--- config.mk ---
export PLATFORM = sky130hd
export DESIGN_NAME = servo_move_scheduler_flat
export DESIGN_NICKNAME = d
export VERILOG_FILES = /design/src/rtl/servo_move_if.sv /design/src/rtl/servo_move_scheduler.sv /design/src/flat_wrapper.sv
export SDC_FILE = /design/constraint.sdc
export NUM_CORES = 1
export LEC_CHECK = 0
export ABC_AREA = 0
export BUFFER_PORTS_ARGS = -buffer_cell sky130_fd_sc_hd__buf_2
export CAP_MARGIN = 20
export CORE_ASPECT_RATIO = 1.2
export CORE_UTILIZATION = 64
export CTS_BUF_LIST = sky130_fd_sc_hd__clkbuf_16
export CTS_CLUSTER_SIZE = 25
export DETAILED_ROUTE_END_ITERATION = 16
export GPL_ROUTABILITY_DRIVEN = 0
export GPL_TIMING_DRIVEN = 0
export PLACE_DENSITY_LB_ADDON = 0.2
export SLEW_MARGIN = 20
export SYNTH_ARGS = -nofsm -noshare
export SYNTH_HDL_FRONTEND = slang
export SYNTH_SLANG_ARGS = --single-unit
--- constraint.sdc ---
create_clock -name clk -period 4.4 [get_ports clk]
set_input_delay 0.88 -clock clk [delete_from_list [all_inputs] [get_ports clk]]
set_output_delay 0.88 -clock clk [all_outputs]
set_load 0.1 [all_outputs]
--- src/rtl/servo_move_if.sv ---
// servo_move_if: MBED request channel and PWM move-command channel of the servo scheduler.
interface servo_move_if;
    logic       req_valid;
    logic [1:0] req_pos;
    logic       req_ready;
    logic       req_err;
    logic       move_valid;
    logic       move_dir;
    logic [7:0] move_frames;
    logic       move_ready;
    logic       move_done;
    logic [1:0] cur_pos;
    logic       busy;
    modport master (
        output req_valid, req_pos, move_ready, move_done,
        input  req_ready, req_err, move_valid, move_dir, move_frames, cur_pos, busy
    );
    modport slave (
        input  req_valid, req_pos, move_ready, move_done,
        output req_ready, req_err, move_valid, move_dir, move_frames, cur_pos, busy
    );
endinterface

--- src/rtl/servo_move_scheduler.sv ---
// servo_move_scheduler: queues servo position requests and issues one PWM move at a time.
// Define SERVO_SCHED_COALESCE_EN to drop requests equal to the latest reference position.
module servo_move_scheduler #(
    parameter int         FIFO_DEPTH      = 4,
    parameter int         FRAMES_PER_STEP = 14,
    parameter int         SETTLE_TICKS    = 500000,
    parameter logic [1:0] HOME_POS        = 2'd0
) (
    input logic       clk,
    input logic       rst_n,
    servo_move_if.slave bus
);
    localparam int AW  = $clog2(FIFO_DEPTH);
    localparam int CW  = SETTLE_TICKS > 1 ? $clog2(SETTLE_TICKS) : 1;
    localparam int SM1 = SETTLE_TICKS - 1;
    localparam logic [AW:0] FULL = FIFO_DEPTH[AW:0];
    localparam logic [7:0]  FPS  = FRAMES_PER_STEP[7:0];
    typedef enum logic [2:0] {IDLE, CALC, ISSUE, WAIT, SETTLE} state_t;
    state_t        state;
    logic [1:0]    mem [FIFO_DEPTH];
    logic [AW-1:0] wr, rd;
    logic [AW:0]   count, count_nx;
    logic [1:0]    target, diff;
    logic [CW-1:0] settle;
    logic          accept, push, pop, dup;
`ifdef SERVO_SCHED_COALESCE_EN
    logic [AW-1:0] last;
    assign last = wr - AW'(1);
`endif
    always_comb begin
        accept = bus.req_valid && bus.req_ready;
`ifdef SERVO_SCHED_COALESCE_EN
        // newest queued entry, else in-flight target, else the settled position
        dup = bus.req_pos == (|count ? mem[last] : state != IDLE ? target : bus.cur_pos);
`else
        dup = 1'b0;
`endif
        push = accept && bus.req_pos != 2'd3 && !dup;
        pop = state == IDLE && |count;
        count_nx = count + {{AW{1'b0}}, push} - {{AW{1'b0}}, pop};
        diff = target > bus.cur_pos ? target - bus.cur_pos : bus.cur_pos - target;
    end
    assign bus.busy = state != IDLE || |count;
    always_ff @(posedge clk)
        if (push) mem[wr] <= bus.req_pos;
    always_ff @(posedge clk or negedge rst_n) begin
        if (!rst_n) begin
            state           <= IDLE;
            wr              <= '0;
            rd              <= '0;
            count           <= '0;
            target          <= HOME_POS;
            settle          <= '0;
            bus.req_ready   <= 1'b1;
            bus.req_err     <= 1'b0;
            bus.move_valid  <= 1'b0;
            bus.move_dir    <= 1'b0;
            bus.move_frames <= '0;
            bus.cur_pos     <= HOME_POS;
        end else begin
            count         <= count_nx;
            bus.req_ready <= count_nx != FULL;
            bus.req_err   <= accept && bus.req_pos == 2'd3;
            if (push) wr <= wr + AW'(1);
            if (pop) rd <= rd + AW'(1);
            case (state)
                IDLE: if (pop) begin
                    target <= mem[rd];
                    state  <= CALC;
                end
                CALC: if (target == bus.cur_pos) state <= IDLE;
                else begin
                    bus.move_dir    <= target > bus.cur_pos;
                    bus.move_frames <= FPS * {6'd0, diff};
                    bus.move_valid  <= 1'b1;
                    state           <= ISSUE;
                end
                ISSUE: if (bus.move_ready) begin
                    bus.move_valid <= 1'b0;
                    state          <= WAIT;
                end
                WAIT: if (bus.move_done) begin
                    bus.cur_pos <= target;
                    settle      <= SM1[CW-1:0];
                    state       <= SETTLE;
                end
                SETTLE: if (settle == '0) state <= IDLE;
                else settle <= settle - CW'(1);
                default: state <= IDLE;
            endcase
        end
    end
endmodule

--- src/flat_wrapper.sv ---
// flat-port wrapper written by rule: the top's interface ports become plain ports
module servo_move_scheduler_flat 
#(
    parameter int         FIFO_DEPTH      = 4,
    parameter int         FRAMES_PER_STEP = 14,
    parameter int         SETTLE_TICKS    = 500000,
    parameter logic [1:0] HOME_POS        = 2'd0
)
  (clk, rst_n, bus_req_valid, bus_req_pos, bus_move_ready, bus_move_done, bus_req_ready, bus_req_err, bus_move_valid, bus_move_dir, bus_move_frames, bus_cur_pos, bus_busy);
  servo_move_if bus_i ();
  input logic clk;
  input logic rst_n;
  input wire logic [$bits(bus_i.req_valid)-1:0] bus_req_valid;
  input wire logic [$bits(bus_i.req_pos)-1:0] bus_req_pos;
  input wire logic [$bits(bus_i.move_ready)-1:0] bus_move_ready;
  input wire logic [$bits(bus_i.move_done)-1:0] bus_move_done;
  output wire logic [$bits(bus_i.req_ready)-1:0] bus_req_ready;
  output wire logic [$bits(bus_i.req_err)-1:0] bus_req_err;
  output wire logic [$bits(bus_i.move_valid)-1:0] bus_move_valid;
  output wire logic [$bits(bus_i.move_dir)-1:0] bus_move_dir;
  output wire logic [$bits(bus_i.move_frames)-1:0] bus_move_frames;
  output wire logic [$bits(bus_i.cur_pos)-1:0] bus_cur_pos;
  output wire logic [$bits(bus_i.busy)-1:0] bus_busy;
  assign bus_i.req_valid = bus_req_valid;
  assign bus_i.req_pos = bus_req_pos;
  assign bus_i.move_ready = bus_move_ready;
  assign bus_i.move_done = bus_move_done;
  assign bus_req_ready = bus_i.req_ready;
  assign bus_req_err = bus_i.req_err;
  assign bus_move_valid = bus_i.move_valid;
  assign bus_move_dir = bus_i.move_dir;
  assign bus_move_frames = bus_i.move_frames;
  assign bus_cur_pos = bus_i.cur_pos;
  assign bus_busy = bus_i.busy;
  servo_move_scheduler #(.FIFO_DEPTH(FIFO_DEPTH), .FRAMES_PER_STEP(FRAMES_PER_STEP), .SETTLE_TICKS(SETTLE_TICKS), .HOME_POS(HOME_POS)) u_core (.clk(clk), .rst_n(rst_n), .bus(bus_i));
endmodule
==> results.md, run 1 <==
- Pwr Density: 718 mW/mm²
- CP bufs+invs: 4
- Synthesized flop and latch total: 50
- Syn Inst Count: 238
- WP data arrival: 2.82 ns
- Post-layout instance count excluding filler cells: 318
- Fmax: 383 MHz
- Largest cells by area after synthesis: dfrtp_1 (40%), edfxtp_1 (9.3%), ha_1 (6.3%)
- FP Rows: 24
- Die Ht: 71.7 µm
- Initial antenna violation count: 0
- # IOs: 22
- Largest net degree at the start of global routing: 43
- Hold buffer count at CTS: 0
- Post-synth ARST share: 0.840
- WL final: 4520 µm
- Worst Setup End Kind: flop
- Port bufs: 18
- Clk_lat worst skew: 0.28 ns
- Crit-path cells: buf_2, nor3_1, nor2b_1, clkbuf_1, ha_1, inv_1, ha_1, inv_1, fa_1, xnor2_1, xnor2_1, nand3b_1
- DP HPWL: 3120 µm
- Die area: 0.00430 mm²
- Delay-heaviest family, CP: adder cells
- Fin. Hold Viols: 0
- # fillers: 258
- Status: complete, no violations
- Synth Cell Area: 0.00259 mm²
- Vias in the first global route: 1737
- Chip width: 60.1 µm
- Max_slew headroom: 0.388
- Max incr delay on CP: 0.37 ns
- Startpoint types: flop
- Overall Global Routing Usage: 0.234
- CTS root buffer: clkbuf_16
- Cts repair resizes: 0
- Vias: 1786
- Maximum VDD drop: 752 µV
- CP Data Required Time: 4.60 ns
- Register area share after synthesis: 0.499
- GRT overflow: 0
- Worst-margin pin slew: 0.918 ns
- WS Path Type: reg -> reg
- CP max-delay cell: fa_1
- Synth-to-Final Area Change: 11.6%
- DR WL/cell: 14.2 µm
- Hold WS: 0.475 ns
- Max Cap Viol: 0
- Ys flop type: dfrtp_1
- Num CTS Buffers: 5
- Crit share post-route: 0.594
- Unique masters post-synth: 48
- Most common cell after layout, fill and taps aside: dfrtp_1
- Final setup vio count: 0
- Cell taking the most area after synthesis: dfrtp_1
- Post-synth top area share: 0.396
- Vias per cell: 5.62
- Post-CTS Setup Repair Bufs: 0
- Synthesized area per cell: 10.9 µm²
- Total Nets Final: 287
- Core area: 0.00375 mm²
- Drt first pass iters: 4
- LEAKAGE: 1.28 nW
- Final Max Tran Viols: 0
- # DRC: 0
- CTS Sinks: 50
- CTS max path bufs: 2
- Placed Instances: 310
- Setup TNS: 0 ns
- Critical path fanouts, max: 9
- Layout cells sized above 1: 0.154
- # diodes: 0
- Post-synth EDFFs: 8
- CTS tree: done
- First-pass GRT wire length: 7480 µm
- RSZ-0062 raised after global routing: no
- Clock Skew: 0.00374 ns
- Starting Density: 0.690
- Worst min path class: reg -> reg
- Commonest cells after routing, fill and taps aside: dfrtp_1 (41), nand2_1 (26), buf_2 (21), inv_1 (19), o21ai_0 (15)
- Final ANT Viol Nets: 0
- Clk slew on worst S/H paths: 0.06 ns
- H-tree levels: 2
- Yosys warning count: 0
- Power, Total: 2.07 mW
- Tmin final: 2.61 ns
- DR iter-0 viols: 110
final cells by class:
cell class / count / area (µm²) / share of cell area
sequential: 50 / 1290 / 0.448
multi-input combinational: 163 / 1170 / 0.406
clock buffer: 5 / 125 / 0.0433
timing repair buffer: 18 / 90.1 / 0.0312
buffer: 11 / 71.3 / 0.0247
tap: 52 / 65.1 / 0.0225
inverter: 16 / 60.1 / 0.0208
clock inverter: 3 / 11.3 / 0.00390
path summary, 6_finish.rpt:
| kind | startpoint | end | slack (ns) | cells after the start |
|---|---|---|---|---|
| max | u_core.state[1] | u_core.bus.req_ready | 1.79 | 12 |
| min | u_core.bus.move_frames[3] | u_core.bus.move_frames[3] | 0.47 | 2 |
| max reg2reg | u_core.state[1] | u_core.bus.req_ready | 1.79 | 12 |
| min reg2reg | u_core.bus.move_frames[3] | u_core.bus.move_frames[3] | 0.47 | 2 |
| max in group asynchronous | rst_n | u_core.settle[16] | 3.09 | 1 |
| min in group asynchronous | rst_n | u_core.settle[7] | 0.73 | 1 |
metrics by stage:
stage               utilization  setup WS [ns]  area, µm²
global placement          0.733           1.71       2750
floorplan                     -           1.83       2600
finish                    0.769           1.79       2890
CTS                       0.769           1.75       2890
detailed placement        0.733           1.66       2750
global route              0.769           1.51       2890
cell families (layout without fill, tap and decap cells):
family	Yosys count	in the layout	synth area share
buffers and inverters	27	53	0.0507
AND/OR/NAND/NOR	89	89	0.197
AO/OA/AOI/OAI	34	34	0.0793
adder cells (fa/ha/maj)	15	15	0.0783
other	1	3	0.00145
flip-flops	50	50	0.499
XOR/XNOR	5	5	0.0169
multiplexers	17	17	0.0768
sequential cells by signal (all words and copies together), names as in the netlist:
signal / cells
u_core.settle: 19
u_core.mem: 8
u_core.bus.move_frames: 5
u_core.count: 3
u_core.state: 3
u_core.bus.cur_pos: 2
u_core.rd: 2
u_core.target: 2
u_core.wr: 2
u_core.bus.move_dir: 1
u_core.bus.move_valid: 1
u_core.bus.req_err: 1
u_core.bus.req_ready: 1
where the power goes:
| group | switching, mW | total [mW] | internal, mW |
|---|---|---|---|
| Clock | 0.152 | 0.356 | 0.204 |
| Sequential | 0.0976 | 0.710 | 0.612 |
| Combinational | 0.699 | 1.01 | 0.309 |
metal layers:
layer  share of wire  vias to the layer above  wire (µm)  track usage
li1                -                      902          -            -
met1            0.43                      838       1960        0.278
met2            0.52                       35       2360        0.411
met3           0.026                       11        119       0.0487
met4           0.018                        0         81       0.0853
met5               0                        -          0            0
cells in the mapped netlist (3+ instances only):
| master | number |
|---|---|
| or3_1 | 6 |
| xnor2_1 | 4 |
| edfxtp_1 | 8 |
| buf_2 | 3 |
| dfrtp_1 | 41 |
| nor3_1 | 7 |
| mux2i_1 | 12 |
| nand2_1 | 26 |
| buf_4 | 3 |
| nand3_1 | 3 |
| nor4_1 | 7 |
| a21oi_1 | 5 |
| and2_1 | 5 |
| inv_1 | 16 |
| o31ai_1 | 6 |
| ha_1 | 13 |
| nor2_1 | 9 |
| mux2_2 | 3 |
| o21ai_0 | 15 |
| clkbuf_1 | 3 |
| or3b_1 | 4 |
| or4_1 | 5 |
worst register-to-register path, stage by stage (launching register included):
cell and delay [ns]:
dfrtp_1 0.36, buf_2 0.16, nor3_1 0.23, nor2b_1 0.16, clkbuf_1 0.27, ha_1 0.29
inv_1 0.06, ha_1 0.13, inv_1 0.05, fa_1 0.37, xnor2_1 0.19, xnor2_1 0.17
nand3b_1 0.10
No activity file was read; power rests on OpenSTA's default activity.
==> inputs of run 2 (changes only) <==
Settings changed: ABC_AREA 0 to 1, CORE_UTILIZATION 64 to 60.
Clock period 4.4 ns to 2.6 ns, I/O delays scaled along.
==> results.md, run 2 <==
- Gr busiest metal: met2
- DP HPWL: 3890 µm (+25%)
- WL final: 5380 µm (+19%)
- Power, Total: 4.27 mW (+110%)
- Num CTS Buffers: 5 (unchanged)
- Core area: 0.00459 mm² (+22%)
- CP Data Required Time: 2.81 ns (-1.79 ns)
- Drt first pass iters: 4 (unchanged)
- Die Ht: 77.9 µm (+8.8%)
- Clock Skew: 0.00309 ns (-0.000647 ns)
- Worst min path class: in -> async
- Maximum VDD drop: 1340 µV (+78%)
- Largest Register: u_core.settle
- Max Cap Viol: 0 (unchanged)
- GRT overflow: 0 (unchanged)
- DR iter-0 viols: 140 (+27%)
- Max reg flops: 19 (unchanged)
- Crit share post-route: 0.912 (+0.318)
- Fin. Hold Viols: 0 (unchanged)
- Largest cells by area after synthesis: dfrtp_1 (36%), nand2_1 (14%), edfxtp_1 (8.3%)
- Initial antenna violation count: 0 (unchanged)
- Layout cells sized above 1: 0.132 (-0.0225)
- Chip width: 65.3 µm (+8.7%)
- # diodes: 0 (unchanged)
- Commonest cells after routing, fill and taps aside: nand2_1 (105), nor2_1 (49), inv_1 (44), dfrtp_1 (41), nand3_1 (38)
- # IOs: 22 (unchanged)
- Synthesized area per cell: 7.86 µm² (-28%)
- H-tree levels: 2 (unchanged)
- Total Nets Final: 416 (+45%)
- WS Path Type: reg -> reg
- Setup TNS: 0 ns (unchanged)
- RSZ-0062 raised after global routing: no
- Port bufs: 18 (unchanged)
- Critical path fanouts, max: 6 (-3)
- Startpoint types: flop
- Post-synth ARST share: 0.840 (unchanged)
- LEAKAGE: 1.64 nW (+28%)
- # DRC: 0 (unchanged)
- Grt met2 use: 0.426 (+0.0147)
- Final ANT Viol Nets: 0 (unchanged)
- Most common cell after layout, fill and taps aside: nand2_1
- DR WL/cell: 11.9 µm (-16%)
- Final setup vio count: 0 (unchanged)
- CTS tree: done
- Status: complete, no violations
- Worst Setup End Kind: flop
- Cell taking the most area after synthesis: dfrtp_1
- Met1 Use GR: 0.270 (-0.00798)
- Count leader, synth: nand2_1
- Max_slew headroom: 0.385 (-0.00300)
- Starting Density: 0.628 (-0.0619)
- Post-synth EDFFs: 8 (unchanged)
- M3 GR Usage: 0.0471 (-0.00168)
- Hold buffer count at CTS: 0 (unchanged)
- Clk slew on worst S/H paths: 0.07 ns (about the same)
- CTS max path bufs: 2 (unchanged)
- Fmax: 422 MHz (+10%)
- Post-CTS Setup Repair Bufs: 0 (unchanged)
- Post-synth top area share: 0.356 (-0.0406)
- Overall Global Routing Usage: 0.235 (+0.000824)
- Largest regs: u_core.settle (19), u_core.mem (8), u_core.bus.move_frames (5)
- Synth top cells by count: nand2_1 (105), nor2_1 (49), inv_1 (44)
- Yosys warning count: 0 (unchanged)
- Worst-margin pin slew: 0.923 ns (+0.00450 ns)
- CTS Sinks: 50 (unchanged)
- Vias: 2269 (+27%)
- Vias per cell: 5.01 (-11%)
- Synthesized flop and latch total: 50 (unchanged)
- First-pass GRT wire length: 9220 µm (+23%)
- Die area: 0.00509 mm² (+18%)
- Cts repair resizes: 0 (unchanged)
- Synth-to-Final Area Change: 12.5%
- Clk_lat worst skew: 0.29 ns (about the same)
- Tmin final: 2.37 ns (-0.241 ns)
- Register area share after synthesis: 0.448 (-0.0511)
- Unique masters post-synth: 33 (-31%)
- Final Max Tran Viols: 0 (unchanged)
- Syn Inst Count: 367 (+54%)
- WP data arrival: 2.59 ns (-0.23 ns)
- Pwr Density: 1320 mW/mm² (+83%)
- Ys flop type: dfrtp_1
- Synth Cell Area: 0.00288 mm² (+11%)
- CTS root buffer: clkbuf_16
- Worst R2R Setup Slack: 0.23 ns (-1.56 ns)
- Largest net degree at the start of global routing: 43 (unchanged)
- Vias in the first global route: 2114 (+22%)
- FP Rows: 27 (+13%)
[run 2: through the flow]
| step | instance area [µm²] | setup slack, ns | utilization | hold slack [ns] | instances |
|---|---|---|---|---|---|
| floorplan | 2890 | 0.128 | - | 0.224 | 369 |
| global placement | 3050 | 0.277 | 0.665 | 0.458 | 445 |
| detailed placement | 3050 | 0.234 | 0.665 | 0.460 | 445 |
| CTS | 3240 | 0.221 | 0.706 | 0.399 | 453 |
| global route | 3240 | 0.0489 | 0.706 | 0.456 | 453 |
| finish | 3240 | 0.229 | 0.706 | 0.364 | 453 |
[run 2: power breakdown]
part	leakage, nW	switching (mW)	total (mW)	internal [mW]
clock	0.0915	0.283	0.831	0.548
sequential	0.591	0.241	1.32	1.08
combinational	0.957	1.50	2.12	0.624
total	1.64	2.02	4.27	2.25
[run 2: cells by family (layout without fill, tap and decap cells)]
kind of cell             count (synthesis)  count (layout)  synth area share
AND/OR/NAND/NOR                        217             217             0.331
AO/OA/AOI/OAI                           16              16            0.0343
other                                    1               3           0.00130
adder cells (fa/ha/maj)                 15              15            0.0703
XOR/XNOR                                 9               9            0.0273
buffers and inverters                   59              85            0.0881
flip-flops                              50              50             0.448
[run 2: final timing paths]
kind | from | to | cells past startpoint
setup / recovery | u_core.state[0] | u_core.bus.req_ready | 13
hold / removal | rst_n | u_core.settle[10] | 1
setup reg to reg | u_core.state[0] | u_core.bus.req_ready | 13
hold reg to reg | u_core.bus.move_frames[2] | u_core.bus.move_frames[2] | 2
max in group asynchronous | rst_n | u_core.wr[0] | 1
min in group clk | bus_req_valid | u_core.bus.req_err | 3
[run 2: worst max-delay path, cell delays in order, from the launching register on]
cell and delay (ns):
dfrtp_1 0.44, nor2_1 0.23, inv_1 0.09, nor2_1 0.11, nand2_1 0.08, inv_2 0.10, ha_1 0.23, inv_1 0.05
ha_1 0.13, inv_1 0.05, fa_1 0.37, xnor2_1 0.18, xnor2_1 0.17, nand2_1 0.08
[run 2: cell type report]
class                      instances  area, µm²
inverter                          47        176
timing repair buffer              18       90.1
tap                               58       72.6
clock buffer                       5        125
multi-input combinational        260       1350
sequential                        50       1290
clock inverter                     3       63.8
fill                             361       1350
buffer                            12       77.6
[run 2: per-layer routing]
metal | vias to the layer above | wire length, µm
met5 | - | 0
met4 | 0 | 71
met3 | 6 | 135
met2 | 21 | 2840
met1 | 1044 | 2330
li1 | 1198 | -
==> inputs of run 3 (changes only) <==
Settings changed: CORE_UTILIZATION 60 to 54, SLEW_MARGIN 20 to unset.
Clock period 2.6 ns to 2.1 ns, I/O delays scaled along.
==> results.md, run 3 (same netlist as run 2, synthesis figures left out) <==
- Status: complete, no violations
- Largest net degree at the start of global routing: 43 (unchanged)
- GRT overflow: 0 (unchanged)
- Multi-input gate area: 0.00139 mm² (+3.6%)
- CTS Sinks: 50 (unchanged)
- DR WL/cell: 12.4 µm (+4.3%)
- Most frequent CP cell: inv_2
- Cell depth of the worst setup path: 13 (unchanged)
- # diodes: 0 (unchanged)
- Worst-margin pin slew: 0.956 ns (+0.0332 ns)
- Worst R2R Setup Slack: 0.02 ns (-0.21 ns)
- Vias in the first global route: 2174 (+2.8%)
- Worst R2R Path Depth: 13 (unchanged)
- Most common cell after layout, fill and taps aside: nand2_1
- First-pass GRT wire length: 9360 µm (+1.6%)
- Worst Setup End Kind: flop
- # fillers: 426 (+18%)
- Die Ht: 82.1 µm (+5.3%)
- Pwr Density: 1690 mW/mm² (+28%)
- Chip width: 68.7 µm (+5.2%)
- DR iter-0 viols: 117 (-16%)
- RR Endpoint: u_core.bus.req_ready
- Startpoint types: flop
- CP Data Required Time: 2.31 ns (-0.50 ns)
- WP data arrival: 2.29 ns (-0.30 ns)
- Synth-to-Final Area Change: 16.3%
- Clk slew on worst S/H paths: 0.07 ns (about the same)
- WS Path Type: reg -> reg
- Vias per cell: 5.00 (-0.26%)
- Total Nets Final: 422 (+1.4%)
- Critical path fanouts, max: 2 (-4)
- Reg-to-reg startpoint: u_core.state[2]
- # DRC: 0 (unchanged)
- CP bufs+invs: 4 (unchanged)
- Final ANT Viol Nets: 0 (unchanged)
- CTS tree: done
- Max reg flops: 19 (unchanged)
- Clk_lat worst skew: 0.29 ns (about the same)
- Critical Path Source: u_core.state[2]
- Finished Cell Area: 0.00335 mm² (+3.4%)
- Final setup vio count: 0 (unchanged)
- Starting Density: 0.572 (-0.0560)
- Initial antenna violation count: 0 (unchanged)
- Port bufs: 18 (unchanged)
- FP Rows: 28 (+3.7%)
- CTS max path bufs: 2 (unchanged)
- # IOs: 22 (unchanged)
- LEAKAGE: 1.67 nW (+1.9%)
- Overall Global Routing Usage: 0.225 (-0.0104)
- Tmin final: 2.08 ns (-0.288 ns)
- WL final: 5710 µm (+6.1%)
- Commonest cells after routing, fill and taps aside: nand2_1 (105), nor2_1 (48), inv_1 (41), nand3_1 (38), dfrtp_1 (37)
- CP Capture Point: u_core.bus.req_ready
- RSZ-0062 raised after global routing: yes
- Worst min path class: in -> async
- Die area: 0.00564 mm² (+11%)
- Fin. Hold Viols: 0 (unchanged)
- Max Cap Viol: 0 (unchanged)
- Clock Skew: 0.00641 ns (+0.00332 ns)
- Crit-path cells: nor2_4, inv_2, nor2_1, nand2_1, inv_2, ha_4, inv_4, ha_4, inv_2, fa_2, xnor2_2, xnor2_1, nand2_1
- Layout cells sized above 1: 0.182 (+0.0504)
- DP HPWL: 4050 µm (+4.0%)
- Maximum VDD drop: 1420 µV (+6.4%)
- CTS root buffer: clkbuf_16
- Area after DPL: 0.00307 mm² (+0.57%)
- Register area: 0.00130 mm² (+0.87%)
- Num CTS Buffers: 5 (unchanged)
- Final Max Tran Viols: 0 (unchanged)
- Fmax: 480 MHz (+14%)
- Largest Register: u_core.settle
- Delay-heaviest family, CP: adder cells
- CP max-delay cell: dfrtp_1
- Drt first pass iters: 4 (unchanged)
- Vias: 2303 (+1.5%)
- Power, Total: 5.66 mW (+32%)
- Largest regs: u_core.settle (19), u_core.mem (8), u_core.bus.move_frames (5)
- H-tree levels: 2 (unchanged)
- Crit share post-route: 0.992 (+0.0800)
- Max_slew headroom: 0.363 (-0.0222)
- Core area: 0.00504 mm² (+9.8%)
- Max incr delay on CP: 0.42 ns (-0.02 ns)
-- run 3: cell count changes in the layout (fill, tap and decap cells not counted), moves of 3 or more --
cell | before | now
buf_4 | 3 | 9
dfrtp_1 | 41 | 37
dfrtp_2 | 0 | 3
inv_1 | 44 | 41
-- run 3: per-layer routing --
metal  vias up  GRT usage  wire length (µm)
met2        18      0.421              3100
li1       1203          -                 -
met3         6     0.0333                76
met5         -          0                 0
met4         0     0.0816                58
met1      1076      0.252              2480
-- run 3: final cells by class --
class | instances | area share
flip-flops and latches | 50 | 0.389
clock buffers | 5 | 0.0373
clock inverters | 3 | 0.0190
well taps | 60 | 0.0224
repair buffers | 24 | 0.0403
multi-input cells | 260 | 0.416
plain buffers | 12 | 0.0235
inverters | 47 | 0.0533
-- run 3: worst min path at each step --
stage	end	slack, ns	depth (start not counted)
after floorplan	u_core.bus.cur_pos[1]	0.12	0
after global placement	u_core.bus.move_frames[5]	0.46	2
after detailed placement	u_core.bus.move_frames[2]	0.47	2
after CTS	u_core.settle[14]	0.31	1
after global routing	u_core.mem[0][1]	0.36	1
final	u_core.settle[14]	0.28	1
-- run 3: repair_timing --
| item | CTS | global route |
|---|---|---|
| endpoints found under the setup margin | 3 | 3 |
| hold buffers | 0 | 0 |
| pin swaps | 2 | 1 |
| buffers inserted | 5 | 1 |
| resized for setup | 4 | 9 |
-- run 3: power by group --
part           total [mW]  leakage (nW)  internal, mW  switching, mW
logic                3.00         0.994         0.987           2.01
clock network        1.03        0.0915         0.679          0.352
registers            1.63         0.586          1.35          0.277
total                5.66          1.67          3.01           2.64
-- run 3: per-stage QoR --
stage | instances | hold WS [ns] | utilization | setup WS (ns) | TNS, ns
CTS | 460 | 0.313 | 0.657 | -0.0131 | -0.0131
floorplan | 369 | 0.124 | - | -0.0103 | -0.0103
global route | 461 | 0.358 | 0.665 | -0.0908 | -0.121
global placement | 447 | 0.458 | 0.609 | -0.170 | -0.288
finish | 461 | 0.280 | 0.665 | 0.0165 | 0
detailed placement | 447 | 0.468 | 0.609 | -0.213 | -0.402
